[src/rtl/instr_seq_pkg.sv]
// Instruction sequencer shared definitions:
// opcode encodings and controller states.
package instr_seq_pkg;

    localparam logic [2:0] MV  = 3'b000;
    localparam logic [2:0] MVI = 3'b001;
    localparam logic [2:0] ADD = 3'b010;
    localparam logic [2:0] SUB = 3'b011;
    localparam logic [2:0] MVO = 3'b100;

    typedef enum logic [1:0] {
        IDLE,
        IMM,
        WAIT,
        ERR
    } seq_state_e;

    function automatic logic is_mvi(input logic [2:0] op);
        return op == MVI;
    endfunction

endpackage

[src/rtl/sync_fifo.sv]
// Synchronous FIFO with registered occupancy count.
// Read data is the current head word, valid whenever empty is low.
module sync_fifo #(
    parameter int DATA_W = 16,
    parameter int DEPTH  = 8,
    localparam int AW    = $clog2(DEPTH)
) (
    input  logic              clock,
    input  logic              reset,
    input  logic              push,
    input  logic              pop,
    input  logic [DATA_W-1:0] wdata,
    output logic [DATA_W-1:0] rdata,
    output logic              full,
    output logic              empty,
    output logic [AW:0]       count
);

    logic [DATA_W-1:0] mem [DEPTH];
    logic [AW-1:0]     wr_ptr;
    logic [AW-1:0]     rd_ptr;
    logic              do_push;
    logic              do_pop;

    assign full    = count == (AW+1)'(DEPTH);
    assign empty   = count == '0;
    assign do_push = push && !full;
    assign do_pop  = pop && !empty;
    assign rdata   = mem[rd_ptr];

    always_ff @(posedge clock) begin
        if (reset) begin
            wr_ptr <= '0;
            rd_ptr <= '0;
            count  <= '0;
        end else begin
            if (do_push)
                wr_ptr <= wr_ptr + AW'(1);
            if (do_pop)
                rd_ptr <= rd_ptr + AW'(1);
            if (do_push && !do_pop)
                count <= count + (AW+1)'(1);
            else if (!do_push && do_pop)
                count <= count - (AW+1)'(1);
        end
    end

    always_ff @(posedge clock) begin
        if (do_push)
            mem[wr_ptr] <= wdata;
    end

endmodule

[src/rtl/instr_sequencer.sv]
// Feeds queued instructions to a processor one at a time,
// handling MVI immediates, single-stepping and completion timeout.
module instr_sequencer
    import instr_seq_pkg::*;
#(
    parameter int DATA_W  = 16,
    parameter int DEPTH   = 8,
    parameter int TIMEOUT = 64,
    parameter int CNT_W   = 16
) (
    input  logic              clock,
    input  logic              reset,
    input  logic              in_valid,
    input  logic [DATA_W-1:0] in_data,
    output logic              in_ready,
    input  logic              step_mode,
    input  logic              step,
    input  logic              done,
    input  logic [DATA_W-1:0] dout,
    output logic              run,
    output logic [DATA_W-1:0] din,
    output logic              busy,
    output logic              err_timeout,
    output logic [CNT_W-1:0]  instr_count,
    output logic [DATA_W-1:0] last_dout
);

    localparam int AW = $clog2(DEPTH);
    localparam int TW = (TIMEOUT > 1) ? $clog2(TIMEOUT) : 1;

    seq_state_e        state;
    seq_state_e        state_nxt;
    logic              run_nxt;
    logic [DATA_W-1:0] din_nxt;
    logic [DATA_W-1:0] last_nxt;
    logic              err_nxt;
    logic [CNT_W-1:0]  cnt_nxt;
    logic [TW-1:0]     timer;
    logic [TW-1:0]     timer_nxt;

    logic              push;
    logic              pop;
    logic [DATA_W-1:0] head;
    logic              full;
    logic              empty;
    logic [AW:0]       count;
    logic              head_mvi;
    logic              can_launch;

    assign in_ready = !full && state != ERR;
    assign push     = in_valid && in_ready;
    assign busy     = state != IDLE;
    assign head_mvi = is_mvi(head[DATA_W-1 -: 3]);

    // An MVI needs its immediate already stored before it may launch.
    assign can_launch = (!step_mode || step) &&
                        (head_mvi ? count >= (AW+1)'(2) : !empty);

    sync_fifo #(
        .DATA_W (DATA_W),
        .DEPTH  (DEPTH)
    ) u_fifo (
        .clock (clock),
        .reset (reset),
        .push  (push),
        .pop   (pop),
        .wdata (in_data),
        .rdata (head),
        .full  (full),
        .empty (empty),
        .count (count)
    );

    always_comb begin
        state_nxt = state;
        run_nxt   = run;
        din_nxt   = din;
        last_nxt  = last_dout;
        err_nxt   = err_timeout;
        cnt_nxt   = instr_count;
        timer_nxt = timer;
        pop       = 1'b0;
        unique case (state)
            IDLE: begin
                if (can_launch) begin
                    din_nxt   = head;
                    run_nxt   = 1'b1;
                    pop       = 1'b1;
                    timer_nxt = '0;
                    state_nxt = head_mvi ? IMM : WAIT;
                end
            end
            IMM: begin
                din_nxt   = head;
                pop       = 1'b1;
                timer_nxt = '0;
                state_nxt = WAIT;
            end
            WAIT: begin
                if (done) begin
                    run_nxt   = 1'b0;
                    din_nxt   = '0;
                    last_nxt  = dout;
                    cnt_nxt   = instr_count + CNT_W'(1);
                    state_nxt = IDLE;
                end else if (timer == TW'(TIMEOUT - 1)) begin
                    run_nxt   = 1'b0;
                    din_nxt   = '0;
                    err_nxt   = 1'b1;
                    state_nxt = ERR;
                end else begin
                    timer_nxt = timer + TW'(1);
                end
            end
            ERR: begin
                state_nxt = ERR;
            end
            default: state_nxt = IDLE;
        endcase
    end

    always_ff @(posedge clock) begin
        if (reset) begin
            state       <= IDLE;
            run         <= 1'b0;
            din         <= '0;
            last_dout   <= '0;
            err_timeout <= 1'b0;
            instr_count <= '0;
            timer       <= '0;
        end else begin
            state       <= state_nxt;
            run         <= run_nxt;
            din         <= din_nxt;
            last_dout   <= last_nxt;
            err_timeout <= err_nxt;
            instr_count <= cnt_nxt;
            timer       <= timer_nxt;
        end
    end

endmodule

[config.mk]
export PLATFORM = sky130hd
export DESIGN_NAME = instr_sequencer
export DESIGN_NICKNAME = d
export VERILOG_FILES = /design/src/rtl/instr_seq_pkg.sv /design/src/rtl/sync_fifo.sv /design/src/rtl/instr_sequencer.sv
export SDC_FILE = /design/constraint.sdc
export NUM_CORES = 1
export LEC_CHECK = 0
export ABC_AREA = 0
export ABC_CLOCK_PERIOD_IN_PS = 5700
export CAP_MARGIN = 20
export CORE_AREA = 2 2 182 184
export CTS_BUF_LIST = sky130_fd_sc_hd__clkbuf_16
export CTS_CLUSTER_SIZE = 20
export DETAILED_ROUTE_END_ITERATION = 12
export DIE_AREA = 0 0 184 186
export GPL_ROUTABILITY_DRIVEN = 0
export HOLD_SLACK_MARGIN = 0.05
export PLACE_DENSITY = 0.49
export RECOVER_POWER = 25
export SETUP_SLACK_MARGIN = 0.05
export SLEW_MARGIN = 20
export SYNTH_ARGS = -nofsm -noshare
export SYNTH_HDL_FRONTEND = slang
export SYNTH_SLANG_ARGS = --single-unit
[constraint.sdc]
create_clock -name clock -period 5.7 [get_ports clock]
set_input_delay 0.57 -clock clock [delete_from_list [all_inputs] [get_ports clock]]
set_output_delay 0.57 -clock clock [all_outputs]
set_load 0.03 [all_outputs]
==> flow_metrics.tcl <==
set metrics [dict create \
    yosys.area_share.simple 0.0991 \
    initial_core_util 0.246 \
    tightest_slew_ns 0.994 \
    crit_path_max_fanout 19 \
    most-common-layout-cells "128 x edfxtp_1, 82 x nand2_1, 76 x clkdlybuf4s50_1" \
    cts.path.max_buffers 2 \
    whs_ns 0.453 \
    syn2layout_area_growth_pct 24.9 \
    arrival_ns 4.28 \
    period_needed_ns 3.92 \
    grt_max_degree 57 \
    worstSetupStartpointType "flop" \
    via_per_inst 4.34 \
    avgSynthCellArea_um2 14.3 \
    die_x_um 184 \
    dp_slack_ns 1.76 \
    io_buffers 89 \
    skew_ns 0.0107 \
    path_class "flop to flop" \
    status "finished clean" \
    synth_seq_area_share 0.664 \
    yosysTopAreaCellShare 0.485 \
    cts-root-buf "clkbuf_16" \
    drtIter0Drc 197 \
    p_leak_nw 3.24 \
    drt_wl_total_um 17500 \
    syn-num-nets 599 \
    die_height_um 186 \
    finalSetupViolCount 0 \
    grt_pass1_vias 4717 \
    synthCells 553 \
    rsz0062_at_grt "no" \
    peakVddDrop_v 0.000201 \
    numCtsBuffers 17 \
    synth_compound_area_frac 0.0483 \
    fin_nets 691 \
    drive_above_1_share 0.155 \
    postRouteAntennaNets 0 \
    cts.reportedPaths.clkPinSlew_ns 0.07 \
    synthFlopType "edfxtp_1" \
    synth_fa_ha_area_frac 0.0136 \
    ff2ff_setup_slack_ns 1.78 \
    endpoint_kind "flop" \
    cp_slowest_cell "dfxtp_1" \
    post_cts_buffers 0 \
    maxCapViolations 0 \
    fmax_ghz 0.255 \
    diodes 0 \
    min_path_type "flop to flop" \
    synth_top_family_by_area "multiplexers" \
    critPathRequiredTime_ns 6.06 \
    async_flop_share 0 \
    dieArea_um2 34200 \
    grt_pass1_wl_um 27200 \
    crit_buf_inv 1 \
    fin_tns_setup_ns 0 \
    ys_warn_count 0 \
    synthDistinctLibCells 54 \
    post-route-period-util 0.688 \
    dpl_cell_area_um2 9310 \
    first_pass_iters 4 \
    synth_edf_count 128 \
    cts_sinks 199 \
    dp_hpwl_um 11300 \
    final_common_cell "edfxtp_1" \
    post_drt_wl_per_cell_um 16.4 \
    vias 4629 \
    synth_seq_cells 199 \
    finalMaxSlewViolations 0 \
    core_area_um2 32200 \
    setup_ws_ns 1.78 \
    hold_viol 0 \
    yosysTopAreaCell "edfxtp_1" \
    antenna_found_initial 2 \
    hold_buffers 0 \
    synth_area_leaders "edfxtp_1 48%, dfxtp_1 18%, mux4_2 9.1%" \
    rows 66 \
    grtUsageTotal 0.107 \
    htreeDepth 4 \
    synthMuxAreaShare 0.133 \
    worstPathCellList "mux4_2 -> mux2_4 -> nor4_4 -> or3_1 -> ha_1 -> inv_1 -> ha_1 -> a21o_1 -> a21oi_1 -> xnor2_1 -> or3_1 -> a21oi_1" \
    clk_latency_ns 0.44 \
    syn_area_um2 7930 \
    fin_area_um2 9900 \
    postCtsResizedCells 0 \
    synth_xor_area_frac 0.0210 \
    cts_tree "yes" \
    crit_family "simple AND/OR/NAND/NOR gates" \
    cp_slowest_stage_delay_ns 0.98 \
    overflow 0 \
    maxSlewHeadroom 0.336 \
    ios 90 \
    power_density_nw_per_um2 426 \
    drcViolationCount 0 \
]
-- report_power, final --
part | switching (mW) | internal, mW | total, mW
clock network | 0.590 | 0.630 | 1.22
logic | 0.659 | 0.538 | 1.20
registers | 0.114 | 1.69 | 1.80
total | 1.36 | 2.86 | 4.22
-- final timing paths --
| kind | startpoint | end | cells past startpoint |
|---|---|---|---|
| setup / recovery | flop | u_fifo.count[3]$_SDFFE_PP0P_ | 12 |
| hold / removal | last_dout[13]$_SDFFE_PP0P_ | last_dout[13]$_SDFFE_PP0P_ | 2 |
| setup reg to reg | flop | u_fifo.count[3]$_SDFFE_PP0P_ | 12 |
| hold reg to reg | last_dout[13]$_SDFFE_PP0P_ | last_dout[13]$_SDFFE_PP0P_ | 2 |
-- stage by stage --
stage | cells | utilization | power (mW)
after floorplan | 553 | - | 2.69
after global placement | 1034 | 0.289 | 3.06
after detailed placement | 1034 | 0.289 | 3.06
after CTS | 1066 | 0.308 | 4.29
after global routing | 1066 | 0.308 | 4.45
final | 1066 | 0.308 | 4.22
-- registers in the layout (all words and copies together), names as in the netlist, named ones only --
signal,flops
din,16
err_timeout,1
instr_count,16
last_dout,16
run,1
state,2
timer,6
u_fifo.count,4
u_fifo.mem,128
u_fifo.rd_ptr,3
u_fifo.wr_ptr,3
-- layout make-up --
cell class	instances	area (µm²)
multi-input cells	318	2530
clock inverters	15	174
fillers	3193	22300
well taps	408	510
inverters	9	33.8
flip-flops and latches	199	5270
clock buffers	17	425
repair buffers	100	968
-- metal layers --
layer	wire [µm]	GRT usage	share of wire
met3	637	0.0292	0.037
met5	30	0	0.0017
met4	237	0.0365	0.014
met1	8230	0.135	0.47
met2	8310	0.176	0.48
-- cells in the mapped netlist (4+ instances only) --
library cell and instances:
nand4_1 4, a21oi_1 27, edfxtp_1 128, xnor2_1 9, nor2_1 29, mux4_2 32
nand2b_1 4, mux2i_1 15, o21ai_0 9, or3_1 5, nor3_1 11, nand3_1 11
nor4_1 5, clkbuf_1 19, dfxtp_1 71, nand2_1 82, inv_1 9, xor2_1 10
mux2_2 14, nor2b_1 5, ha_1 7
-- worst min-delay path: cells and delay by family (launching register included) --
family           cells  cell delay, ns
flip-flops           1            0.31
AND/OR/NAND/NOR      1            0.05
AO/OA/AOI/OAI        1            0.05
-- kinds of logic after synthesis --
logic type | count (synthesis)
flip-flops | 199
AND/OR/NAND/NOR | 169
multiplexers | 63
AO/OA/AOI/OAI | 59
buffers and inverters | 36
XOR/XNOR | 19
adder cells (fa/ha/maj) | 8
Power figures use the tool's default switching activity.
